File: config.mk
export PLATFORM = sky130hd
export DESIGN_NAME = alu_console
export DESIGN_NICKNAME = d
export VERILOG_FILES = /design/src/rtl/alu_console_pkg.sv /design/src/rtl/alu_console_debounce.sv /design/src/rtl/alu_console.sv
export SDC_FILE = /design/constraint.sdc
export NUM_CORES = 1
export LEC_CHECK = 0
export BUFFER_PORTS_ARGS = -buffer_cell sky130_fd_sc_hd__buf_4
export CORE_ASPECT_RATIO = 1.2
export CORE_MARGIN = 5
export CORE_UTILIZATION = 57
export DETAILED_ROUTE_END_ITERATION = 8
export GPL_TIMING_DRIVEN = 0
export HOLD_SLACK_MARGIN = 0.05
export PLACE_DENSITY = 0.8
export SYNTH_ARGS = -nofsm -noshare
export SYNTH_HDL_FRONTEND = slang
export SYNTH_SLANG_ARGS = --single-unit
File: constraint.sdc
create_clock -name clk -period 2.45 [get_ports clk]
set_input_delay 0 -clock clk [delete_from_list [all_inputs] [get_ports clk]]
set_output_delay 0 -clock clk [all_outputs]
set_load 0.01 [all_outputs]
File: src/rtl/alu_console_pkg.sv
// Shared types and constants for the ALU console front-end.
// State encoding, step indicator patterns and page-count helper.
package alu_console_pkg;

  typedef enum logic [2:0] {
    ST_LOAD_A,
    ST_LOAD_B,
    ST_LOAD_OP,
    ST_EXEC,
    ST_WAIT,
    ST_SHOW
  } state_e;

  localparam logic [2:0] STEP_A    = 3'b001;
  localparam logic [2:0] STEP_B    = 3'b010;
  localparam logic [2:0] STEP_OP   = 3'b100;
  localparam logic [2:0] STEP_NONE = 3'b000;

  function automatic int unsigned ceil_div(
    input int unsigned num,
    input int unsigned den
  );
    return (num + den - 1) / den;
  endfunction

  localparam int unsigned PAGES_DEFAULT = ceil_div(16, 8);

endpackage

File: src/rtl/alu_console_debounce.sv
// Button conditioner: 2-flop synchronizer plus stable-level counter.
// Emits a one-cycle pulse on each debounced rising level.
module btn_debounce #(
  parameter int unsigned DEBOUNCE_CYCLES = 1_000_000
) (
  input  logic clk,
  input  logic reset,
  input  logic raw,
  output logic pulse
);

  localparam int unsigned CW = $clog2(DEBOUNCE_CYCLES + 1);
  localparam logic [CW-1:0] LAST = CW'(DEBOUNCE_CYCLES - 1);

  logic          sync1_q;
  logic          sync2_q;
  logic          level_q;
  logic          pulse_q;
  logic [CW-1:0] cnt_q;

  // A level change is accepted only after DEBOUNCE_CYCLES equal samples.
  always_ff @(posedge clk) begin
    if (reset) begin
      sync1_q <= 1'b0;
      sync2_q <= 1'b0;
      level_q <= 1'b0;
      pulse_q <= 1'b0;
      cnt_q   <= '0;
    end else begin
      sync1_q <= raw;
      sync2_q <= sync1_q;
      pulse_q <= 1'b0;
      if (sync2_q != level_q) begin
        if (cnt_q == LAST) begin
          level_q <= sync2_q;
          pulse_q <= sync2_q;
          cnt_q   <= '0;
        end else begin
          cnt_q <= cnt_q + CW'(1);
        end
      end else begin
        cnt_q <= '0;
      end
    end
  end

  assign pulse = pulse_q;

endmodule

File: src/rtl/alu_console.sv
// Sequential switch/button front-end for a board-level ALU.
// Captures A, B, op in steps, issues, waits, and pages the result.
module alu_console
  import alu_console_pkg::*;
#(
  parameter int unsigned WIDTH           = 16,
  parameter int unsigned LED_WIDTH       = 8,
  parameter int unsigned OP_WIDTH        = 4,
  parameter int unsigned DEBOUNCE_CYCLES = 1_000_000,
  parameter int unsigned ALU_LATENCY     = 1
) (
  input  logic                 clk,
  input  logic                 reset,
  input  logic [WIDTH-1:0]     sw,
  input  logic                 btn_enter,
  input  logic                 btn_chain,
  input  logic                 btn_page,
  output logic [WIDTH-1:0]     alu_a,
  output logic [WIDTH-1:0]     alu_b,
  output logic [OP_WIDTH-1:0]  alu_op,
  output logic                 alu_enable,
  input  logic [WIDTH-1:0]     alu_result,
  input  logic                 alu_zero,
  input  logic                 alu_carry,
  input  logic                 alu_overflow,
  output logic [LED_WIDTH-1:0] led,
  output logic                 flag_zero_led,
  output logic                 flag_carry_led,
  output logic                 flag_overflow_led,
  output logic [2:0]           step_led,
  output logic                 busy
);

  localparam int unsigned PAGES = ceil_div(WIDTH, LED_WIDTH);
  localparam int unsigned PW    = (PAGES > 1) ? $clog2(PAGES) : 1;
  localparam int unsigned EXT   = PAGES * LED_WIDTH;
  localparam int unsigned LW    =
    (ALU_LATENCY > 1) ? $clog2(ALU_LATENCY) : 1;

  localparam logic [PW-1:0] PAGE_LAST = PW'(PAGES - 1);
  localparam logic [LW-1:0] LAT_LAST  = LW'(ALU_LATENCY - 1);

  logic enter_p;
  logic chain_p;
  logic page_p;

  btn_debounce #(.DEBOUNCE_CYCLES(DEBOUNCE_CYCLES)) u_enter (
    .clk   (clk),
    .reset (reset),
    .raw   (btn_enter),
    .pulse (enter_p)
  );

  btn_debounce #(.DEBOUNCE_CYCLES(DEBOUNCE_CYCLES)) u_chain (
    .clk   (clk),
    .reset (reset),
    .raw   (btn_chain),
    .pulse (chain_p)
  );

  btn_debounce #(.DEBOUNCE_CYCLES(DEBOUNCE_CYCLES)) u_page (
    .clk   (clk),
    .reset (reset),
    .raw   (btn_page),
    .pulse (page_p)
  );

  state_e               state_q;
  logic [WIDTH-1:0]     a_q;
  logic [WIDTH-1:0]     b_q;
  logic [OP_WIDTH-1:0]  op_q;
  logic [WIDTH-1:0]     res_q;
  logic                 zero_q;
  logic                 carry_q;
  logic                 ovf_q;
  logic [PW-1:0]        page_q;
  logic [LW-1:0]        wcnt_q;
  logic                 en_q;
  logic                 busy_q;
  logic [2:0]           step_q;
  logic [LED_WIDTH-1:0] led_q;

  logic                 loading;
  logic [EXT-1:0]       src;
  logic [LED_WIDTH-1:0] led_d;

  // Zero-extend so a partial last page reads zeros above WIDTH.
  always_comb begin
    loading = (state_q == ST_LOAD_A) ||
              (state_q == ST_LOAD_B) ||
              (state_q == ST_LOAD_OP);
    src     = loading ? EXT'(sw) : EXT'(res_q);
    led_d   = src[page_q*LED_WIDTH +: LED_WIDTH];
  end

  always_ff @(posedge clk) begin
    if (reset) begin
      state_q <= ST_LOAD_A;
      a_q     <= '0;
      b_q     <= '0;
      op_q    <= '0;
      res_q   <= '0;
      zero_q  <= 1'b0;
      carry_q <= 1'b0;
      ovf_q   <= 1'b0;
      page_q  <= '0;
      wcnt_q  <= '0;
      en_q    <= 1'b0;
      busy_q  <= 1'b0;
      step_q  <= STEP_A;
      led_q   <= '0;
    end else begin
      led_q <= led_d;
      en_q  <= 1'b0;
      if (page_p) begin
        page_q <= (page_q == PAGE_LAST) ? '0 : page_q + PW'(1);
      end
      unique case (state_q)
        ST_LOAD_A: begin
          if (enter_p) begin
            a_q     <= sw;
            state_q <= ST_LOAD_B;
            step_q  <= STEP_B;
          end
        end
        ST_LOAD_B: begin
          if (enter_p) begin
            b_q     <= sw;
            state_q <= ST_LOAD_OP;
            step_q  <= STEP_OP;
          end
        end
        ST_LOAD_OP: begin
          if (enter_p) begin
            op_q    <= sw[OP_WIDTH-1:0];
            state_q <= ST_EXEC;
            en_q    <= 1'b1;
            busy_q  <= 1'b1;
            step_q  <= STEP_NONE;
          end
        end
        ST_EXEC: begin
          state_q <= ST_WAIT;
          wcnt_q  <= '0;
        end
        ST_WAIT: begin
          if (wcnt_q == LAT_LAST) begin
            res_q   <= alu_result;
            zero_q  <= alu_zero;
            carry_q <= alu_carry;
            ovf_q   <= alu_overflow;
            state_q <= ST_SHOW;
            busy_q  <= 1'b0;
          end else begin
            wcnt_q <= wcnt_q + LW'(1);
          end
        end
        ST_SHOW: begin
          if (enter_p) begin
            state_q <= ST_LOAD_A;
            step_q  <= STEP_A;
          end else if (chain_p) begin
            a_q     <= res_q;
            state_q <= ST_LOAD_B;
            step_q  <= STEP_B;
          end
        end
        default: begin
          state_q <= ST_LOAD_A;
          step_q  <= STEP_A;
          busy_q  <= 1'b0;
        end
      endcase
    end
  end

  assign alu_a             = a_q;
  assign alu_b             = b_q;
  assign alu_op            = op_q;
  assign alu_enable        = en_q;
  assign led               = led_q;
  assign flag_zero_led     = zero_q;
  assign flag_carry_led    = carry_q;
  assign flag_overflow_led = ovf_q;
  assign step_led          = step_q;
  assign busy              = busy_q;

endmodule
==> flow_summary_export.csv, run 1 <==
group,metric,value,unit
cts,cts_tree,"yes",
synthesis,synth_area_per_cell,8.83,sq um
detailed_routing,drt_iter0_drc,300,
critical_path,arrival,2.60,ns
power,clkPwrFrac,51.0,%
sta,skew,0.0123,ns
floorplan,io_pins,92,
critical_path,reg2reg_depth,5,
cts,cts_setup_buffers,0,
floorplan,chipWidth,104,um
finish,design_area,7930,sq um
cts,clockBufferDepth,2,
hold_path,hold_depth,3,
sta,setup_violations,0,
power,p_int,0.00417,W
critical_path,critPathRequiredTime,2.75,ns
power,combinationalPowerShare,4.0,%
synthesis,yosys_warnings,0,
critical_path,ff2ff_setup_slack,0.15,ns
synthesis,syn-num-nets,731,
finish,drive_above_1_share,17.9,%
sta,setup_tns,0,ns
synthesis,synth_cells,688,
finish,antenna_cells,0,
critical_path,start_kind,"flop",
synthesis,syn_area,6080,sq um
place,gp_congestion,0.897,
synthesis,synth_edf_count,0,
finish,nNetsFinal,880,
global_routing,antenna_found_initial,0,
cts,htree_levels,4,
sta,final_max_slew_viol_count,0,
power,p_leak,2.82,nW
sta,fmax,435,MHz
critical_path,crit_fanout,10,
detailed_routing,routed_wirelength,16.5,mm
global_routing,grt_max_degree,17,
place,dpl_cell_area,6920,sq um
floorplan,fp.coreArea,10500,sq um
global_routing,track_usage,25.6,%
power,p_sw,0.00108,W
place,portBuffers,91,
synthesis,async_reset_ff_share,0,%
global_routing,grt_overflow,0,
floorplan,start_util,58.1,%
detailed_routing,route.detailed.drc,0,
power,peakVddDrop,0.405,mV
finish,num-fill-cells,709,
cts,clk-insertion-delay-late,0.42,ns
sta,period_needed,2.30,ns
global_routing,grt_pass1_vias,5604,
hold_path,min_from,"btn_enter",
sta,rsz0062_at_grt,"false",
power,power_density,663,nW/um^2
finish,most-common-layout-cells,"dfxtp_1, nand2_1, buf_4",
sta,max_slew.worst_pin.slew,1.03,ns
place,hpwlAfterDp,10.9,mm
floorplan,die-area,12800,sq um
sta,post-route-period-util,93.8,%
power,p_sw_share,20.6,%
cts,cts_made_buffers,17,
critical_path,reg2reg_to,"alu_a[5]",
critical_path,end_kind,"flop",
hold_path,whs_endpoint,"u_enter.sync1_q",
detailed_routing,dr.pass1.iters,5,
cts,clockRootBuffer,"clkbuf_16",
finish,areaGrowthSynthToFinish,30.5,%
hold_path,min_path_type,"in -> reg",
cts,cts.clk_slew.worst_paths,0.06,ns
synthesis,synth-main-ff-cell,"dfxtp_1",
detailed_routing,dr_total_vias,5653,
finish,final_common_cell,"dfxtp_1",
run,maxCapViolations,0,
global_routing,grt_first_pass_wirelength,26.7,mm
sta,finalHoldViolCount,0,
cts,cts.sinks,144,
outcome,status,"completed",
synthesis,synthDistinctLibCells,46,
power,seqPwrFrac,45.0,%
floorplan,fp.dieH,123,um
synthesis,yosys_register_bits,144,
critical_path,r2r_start,"state_q[0]",
critical_path,crit_type,"reg -> reg",
synthesis,seq_area_frac_synth,47.4,%
floorplan,rows,41,
detailed_routing,wl_per_cell,16.9,um
detailed_routing,ant_nets,0,
sta,slew_headroom,30.6,%
detailed_routing,viasPerCell,5.79,
-- stage by stage --
step	instances	worst slack, ns	power [W]	util (%)	hold WS, ns
after global routing	977	0.117	0.00540	75.8	0.398
after global placement	908	0.294	0.00257	66.1	0.225
after CTS	977	0.172	0.00524	75.7	0.352
final	977	0.152	0.00526	75.8	0.373
after detailed placement	908	0.191	0.00257	66.1	0.232
after floorplan	688	0.552	0.00247	-	0.128
-- critical path, stage by stage (launching register included) --
cell and delay [ns]:
dfxtp_1 0.42, clkbuf_1 0.38, nand3_1 0.46, buf_2 0.39, mux2i_1 0.18, a211oi_1 0.35
-- kinds of logic (layout without fill, tap and decap cells) --
group | count (synthesis) | after routing | synth area share (%)
AO/OA/AOI/OAI | 107 | 107 | 10.3
XOR/XNOR | 43 | 43 | 6.20
adder cells (fa/ha/maj) | 3 | 3 | 0.618
buffers and inverters | 48 | 208 | 3.27
flip-flops | 144 | 144 | 47.4
multiplexers | 29 | 29 | 6.45
AND/OR/NAND/NOR | 314 | 314 | 25.7
-- per-layer routing --
| layer | up-vias | track usage, % | share of wire, % |
|---|---|---|---|
| met3 | 51 | 7.52 | 6.8 |
| met5 | - | 0 | 0 |
| met2 | 209 | 45.2 | 51 |
| met1 | 2694 | 28.4 | 39 |
| li1 | 2699 | - | - |
| met4 | 0 | 12.3 | 3.2 |
-- Yosys cell counts (3+ instances only) --
cell,count,area (sq um)
nand2_1,93,349
a21oi_1,64,320
xor2_1,8,70.1
mux2i_1,20,200
nor2b_1,16,100
nor2_1,86,323
nor3_1,13,65.1
nor4b_1,6,52.6
nand4b_1,3,26.3
nand3_1,24,120
or2_2,4,25.0
buf_2,3,15.0
or3_1,14,87.6
dfxtp_1,144,2880
inv_1,14,52.6
nor4_1,9,56.3
or4_4,3,33.8
clkbuf_1,28,105
and3_1,5,31.3
o21ai_0,15,75.1
o31ai_1,5,37.5
xnor2_1,35,307
ha_1,3,37.5
nand4_1,15,93.8
mux4_2,8,180
a211oi_1,16,120
or4_1,9,67.6
-- sequential cells by signal, summed over array words and instances, names as in the netlist, 3 cells and up --
signal and cells:
u_enter.cnt_q 20, led 8, state_q 3, alu_b 16
u_page.cnt_q 20, u_chain.cnt_q 20, step_led 3, alu_a 16
res_q 16, alu_op 4
-- power groups by stage --
stage	Clock [W]	Sequential (W)	Combinational [W]
2_1_floorplan	0	0.00242	0.0000564
3_3_place_gp	0	0.00242	0.000151
3_5_place_dp	0	0.00242	0.000154
4_1_cts	0.00267	0.00236	0.000205
5_1_grt	0.00281	0.00236	0.000223
6_report	0.00268	0.00236	0.000210
-- cell type report --
type	count	area, sq um	area share [%]
Multi-Input combinational cell	496	3000	37.8
Timing Repair Buffer	130	1070	13.5
Inverter	15	56.3	0.710
Tap cell	129	161	2.04
Buffer	33	143	1.80
Sequential cell	144	2880	36.4
Clock inverter	9	131	1.66
Clock buffer	21	480	6.06
-- timing repair --
action                                 CTS  global route
hold buffers                            39             0
setup endpoints to repair                0             2
resized for setup                        0             1
endpoints found under the hold margin   65             0
-- how the worst max path moves through the flow --
stage,depth (start not counted),to,startpoint
finish,5,alu_a[5],state_q[0]
global route,5,alu_a[5],state_q[0]
CTS,6,alu_b[3],u_enter.pulse
detailed placement,6,alu_b[3],u_enter.pulse
global placement,6,alu_b[4],u_enter.pulse
floorplan,5,u_enter.cnt_q[11],u_enter.cnt_q[11]
Note: power is estimated with default switching activity, not from simulation.
==> inputs of run 2 (changes only) <==
CORE_UTILIZATION = 55   (was 57)
PLACE_DENSITY = 0.77   (was 0.8)
==> run 2 against run 1 <==
Compared with the run above: core utilization down 3.6 points; non-clock buffer count stayed put; first-iteration DRC count rose by 17%; critical path depth increased by 1; register-to-register slack gained 0.03 ns.
==> flow_summary_export.csv, run 2 (same netlist as run 1, synthesis figures left out) <==
group,metric,value,unit
cts,clockBufferDepth,2,
global_routing,track_usage,24.9,%
sta,slew_headroom,23.4,%
critical_path,r2r_start,"u_enter.pulse",
critical_path,crit_fanout,10,
critical_path,crit_type,"reg -> reg",
power,power_density,650,nW/um^2
critical_path,reg2reg_to,"alu_b[11]",
detailed_routing,dr_total_vias,5617,
cts,cts.clk_slew.worst_paths,0.06,ns
critical_path,ff2ff_setup_slack,0.18,ns
outcome,status,"completed",
place,place_inst,911,
hold_path,min_path_type,"in -> reg",
critical_path,critPathRequiredTime,2.79,ns
floorplan,fp.dieH,125,um
power,seqPwrFrac,46.1,%
critical_path,arrival,2.61,ns
sta,setup_tns,0,ns
detailed_routing,routed_wirelength,16.2,mm
detailed_routing,drt_iter0_drc,352,
cts,cts.repair.resized,0,
finish,final_common_cell,"dfxtp_1",
global_routing,antenna_found_initial,0,
power,p_int,0.00410,W
finish,most-common-layout-cells,"dfxtp_1, nand2_1, buf_4",
floorplan,die-area,13300,sq um
global_routing,grt_first_pass_wirelength,26.9,mm
global_routing,grt_max_degree,17,
critical_path,start_kind,"flop",
sta,final_max_slew_viol_count,0,
sta,rsz0062_at_grt,"false",
critical_path,critical_path.startpoint,"u_enter.pulse",
global_routing,grt_pass1_vias,5636,
detailed_routing,wl_per_cell,16.6,um
run,maxCapViolations,0,
cts,htree_levels,4,
floorplan,rows,42,
power,p_sw,0.00103,W
cts,cts_tree,"yes",
critical_path,reg2reg_depth,6,
critical_path,crit_end,"alu_b[11]",
global_routing,grt_overflow,0,
floorplan,chipWidth,106,um
detailed_routing,route.detailed.drc,0,
power,p_leak,2.79,nW
detailed_routing,viasPerCell,5.73,
cts,clockRootBuffer,"clkbuf_16",
sta,post-route-period-util,92.7,%
power,combinationalPowerShare,4.1,%
sta,setup_violations,0,
detailed_routing,ant_nets,0,
power,peakVddDrop,0.390,mV
detailed_routing,dr.pass1.iters,5,
cts,cts.sinks,144,
floorplan,start_util,55.6,%
power,clkPwrFrac,49.8,%
floorplan,fp.coreArea,10900,sq um
sta,period_needed,2.27,ns
sta,finalHoldViolCount,0,
finish,antenna_cells,0,
place,portBuffers,91,
sta,max_slew.worst_pin.slew,1.14,ns
cts,clk-insertion-delay-late,0.42,ns
critical_path,end_kind,"flop",
finish,areaGrowthSynthToFinish,29.8,%
floorplan,io_pins,92,
sta,fmax,440,MHz
sta,skew,0.00821,ns
cts,cts_made_buffers,17,
finish,stdcell_count,981,
place,gp_congestion,0.848,
finish,nNetsFinal,880,
power,p_sw_share,20.1,%
finish,drive_above_1_share,17.1,%
place,hpwlAfterDp,11.0,mm
finish,largestRegisters,"u_chain.cnt_q: 20 flops, u_enter.cnt_q: 20 flops, u_page.cnt_q: 20 flops",
[run 2: cell types whose count changed in the layout (fill, tap and decap cells not counted)]
cell / change
nor3_1: +1
clkinvlp_4: -2
nor3_2: -1
clkbuf_8: -3
inv_6: -1
clkbuf_1: +7
[run 2: worst min-delay path by stage]
| stage | startpoint | to | slack (ns) | cells past startpoint |
|---|---|---|---|---|
| floorplan | btn_chain | u_chain.sync1_q | 0.13 | 1 |
| global placement | btn_page | u_page.sync1_q | 0.22 | 2 |
| detailed placement | btn_page | u_page.sync1_q | 0.23 | 2 |
| CTS | btn_enter | u_enter.sync1_q | 0.34 | 3 |
| global route | btn_enter | u_enter.sync1_q | 0.37 | 3 |
| finish | btn_enter | u_enter.sync1_q | 0.35 | 3 |
[run 2: per-layer routing]
layer  up-vias  wire (um)  global-route usage, %
li1       2703          -                      -
met1      2674       6390                   28.4
met2       193       8340                   43.3
met3        47        989                   6.86
met4         0        527                   11.1
met5         -          0                      0
[run 2: per-stage QoR]
step	cell area, sq um	util (%)	hold WS (ns)	power [W]	setup slack, ns
after CTS	7890	72.2	0.344	0.00515	0.234
after global routing	7890	72.2	0.370	0.00527	0.0326
after detailed placement	6920	63.3	0.228	0.00257	0.261
after global placement	6920	63.3	0.224	0.00257	0.281
final	7890	72.2	0.349	0.00513	0.179
after floorplan	6080	-	0.128	0.00247	0.552
[run 2: final cells by class]
| cell class | instances | area, sq um |
|---|---|---|
| plain buffers | 33 | 143 |
| clock buffers | 25 | 465 |
| clock inverters | 6 | 108 |
| fillers | 797 | 3040 |
| inverters | 15 | 56.3 |
| multi-input cells | 496 | 2990 |
| flip-flops and latches | 144 | 2880 |
| well taps | 132 | 165 |
| repair buffers | 130 | 1070 |
[run 2: critical path: stages (launching register included)]
cell      delay [ns]
dfxtp_1         0.31
clkbuf_1        0.29
nand2_1         0.18
nor3_1          0.75
clkbuf_1        0.40
nand2_1         0.12
a21oi_1         0.15
[run 2: what timing repair did]
item | 4_1_cts | 5_1_grt
hold buffers | 39 | 0
hold endpoints to repair | 82 | 0
setup buffers | 0 | 0
[run 2: power groups by stage]
stage	sequential (W)	clock, W	combinational (W)
6_report	0.00237	0.00255	0.000208
5_1_grt	0.00237	0.00268	0.000223
4_1_cts	0.00237	0.00258	0.000205
3_5_place_dp	0.00242	0	0.000154
3_3_place_gp	0.00242	0	0.000151
2_1_floorplan	0.00242	0	0.0000564
==> inputs of run 3 (changes only) <==
CORE_ASPECT_RATIO = default   (was 1.2)
CORE_UTILIZATION = 35   (was 55)
PLACE_DENSITY = default   (was 0.77)
==> run 3 against run 2 <==
Compared with the run above: combinational power is essentially flat; non-clock buffer count unchanged; final cell count up 9.6%; wire length is 3.9% lower; critical path depth is the same; via count decreased by 6.3%; clock-buffer cell count is 7 lower; flip-flop and latch count is the same; core utilization decreased by 25 points; worst hold slack improved by 0.0060 ns; critical endpoint is now res_q[13]; largest cell class unchanged; highest routed layer unchanged.
==> flow_summary_export.csv, run 3 (same netlist as run 1, synthesis figures left out) <==
group,metric,value,unit
outcome,status,"completed",
place,dpl_cell_area,7040,sq um
cts,clockRootBuffer,"clkbuf_16",
sta,period_needed,2.25,ns
finish,most-common-layout-cells,"dfxtp_1, nand2_1, buf_4",
power,total_power,0.00535,W
power,power_density,663,nW/um^2
detailed_routing,ant_nets,0,
finish,antenna_cells,0,
hold_path,min_path_type,"in -> reg",
finish,nNetsFinal,880,
global_routing,grt_overflow,0,
floorplan,io_pins,92,
global_routing,grt_pass1_vias,5174,
detailed_routing,dr_total_vias,5261,
cts,clockBufferDepth,2,
detailed_routing,dr.pass1.iters,4,
sta,slew_headroom,43.7,%
run,maxCapViolations,0,
power,peakVddDrop,0.467,mV
sta,max_slew.worst_pin.slew,0.844,ns
detailed_routing,routed_wirelength,15.6,mm
finish,drive_above_1_share,18.1,%
floorplan,fp.coreArea,17200,sq um
critical_path,critPathRequiredTime,2.79,ns
cts,cts.clk_slew.worst_paths,0.06,ns
critical_path,ff2ff_setup_slack,0.20,ns
finish,final_common_cell,"dfxtp_1",
floorplan,die-area,20100,sq um
sta,post-route-period-util,91.8,%
cts,cts.sinks,144,
sta,rsz0062_at_grt,"false",
sta,final_max_slew_viol_count,0,
cts,cts_made_buffers,17,
finish,design_area,8080,sq um
detailed_routing,route.detailed.drc,0,
critical_path,reg2reg_depth,6,
detailed_routing,viasPerCell,4.89,
detailed_routing,drt_iter0_drc,259,
critical_path,reg2reg_to,"res_q[13]",
critical_path,end_kind,"flop",
cts,htree_levels,4,
critical_path,crit_fanout,10,
global_routing,grt_max_degree,17,
critical_path,r2r_start,"state_q[2]",
sta,setup_tns,0,ns
critical_path,start_kind,"flop",
floorplan,chipWidth,142,um
critical_path,arrival,2.59,ns
sta,setup_violations,0,
cts,clk-insertion-delay-late,0.41,ns
place,gp_congestion,0.800,
critical_path,critical_path.startpoint,"state_q[2]",
floorplan,start_util,35.4,%
floorplan,fp.dieH,142,um
global_routing,track_usage,16.2,%
finish,largestRegisters,"u_chain.cnt_q: 20 flops, u_enter.cnt_q: 20 flops, u_page.cnt_q: 20 flops",
cts,cts_setup_buffers,0,
floorplan,rows,48,
place,hpwlAfterDp,11.1,mm
critical_path,crit_end,"res_q[13]",
cts,cts_tree,"yes",
global_routing,grt_first_pass_wirelength,25.8,mm
sta,finalHoldViolCount,0,
finish,areaGrowthSynthToFinish,32.9,%
detailed_routing,wl_per_cell,14.5,um
global_routing,antenna_found_initial,0,
critical_path,crit_type,"reg -> reg",
power,p_leak,2.83,nW
sta,fmax,444,MHz
sta,skew,0.00944,ns
place,portBuffers,91,
-- run 3: changes by cell type in the layout (fill, tap and decap cells not counted) --
cell and delta:
bufinv_16 +1, clkbuf_1 -7, clkinv_2 -1, clkinv_4 +1
clkinvlp_4 +2, inv_6 +4, inv_8 +1, nor3_1 -1
nor3_2 +1
-- run 3: layout make-up --
cell class / count / area, sq um
Inverter: 15 / 56.3
Clock buffer: 18 / 439
Clock inverter: 14 / 203
Sequential cell: 144 / 2880
Tap cell: 225 / 282
Timing Repair Buffer: 130 / 1070
Buffer: 33 / 143
Multi-Input combinational cell: 496 / 3000
Fill cell: 1713 / 9100
-- run 3: worst min path at each step --
stage              start         endpoint  slack, ns  depth (start not counted)
2_1_floorplan  btn_chain  u_chain.sync1_q       0.13                          1
3_3_place_gp   btn_chain  u_chain.sync1_q       0.23                          2
3_5_place_dp   btn_chain  u_chain.sync1_q       0.24                          2
4_1_cts        btn_enter  u_enter.sync1_q       0.34                          3
5_1_grt        btn_enter  u_enter.sync1_q       0.34                          3
6_report       btn_enter  u_enter.sync1_q       0.36                          3
-- run 3: routing by layer --
layer  wire (um)  global-route usage, %
met2        7470                   26.2
met3         854                   5.73
met4         184                   4.34
met1        7110                   20.5
met5           0                      0
-- run 3: through the flow --
stage	util (%)	cells	hold slack, ns	worst slack (ns)
6_report	47.0	1075	0.355	0.200
5_1_grt	47.0	1075	0.342	0.0197
4_1_cts	47.0	1075	0.337	0.177
3_5_place_dp	41.0	1004	0.237	0.201
3_3_place_gp	41.0	1004	0.231	0.175
2_1_floorplan	-	688	0.128	0.552
-- run 3: critical path, stage by stage, from the launching register on --
cell,delay (ns)
dfxtp_1,0.30
clkbuf_1,0.29
nand2b_1,0.19
nor2_1,0.62
clkbuf_1,0.49
nand2_1,0.13
a21oi_1,0.15
-- run 3: repair_timing --
action | CTS | global route
endpoints found under the setup margin | 0 | 10
hold endpoints to repair | 83 | 0
hold buffers | 39 | 0
gates resized for setup | 0 | 1
-- run 3: power by group --
group | switching, W | internal, W | leakage, nW
Sequential | 0.00000712 | 0.00236 | 1.16
Combinational | 0.0000908 | 0.000119 | 1.36
Clock | 0.00103 | 0.00175 | 0.306
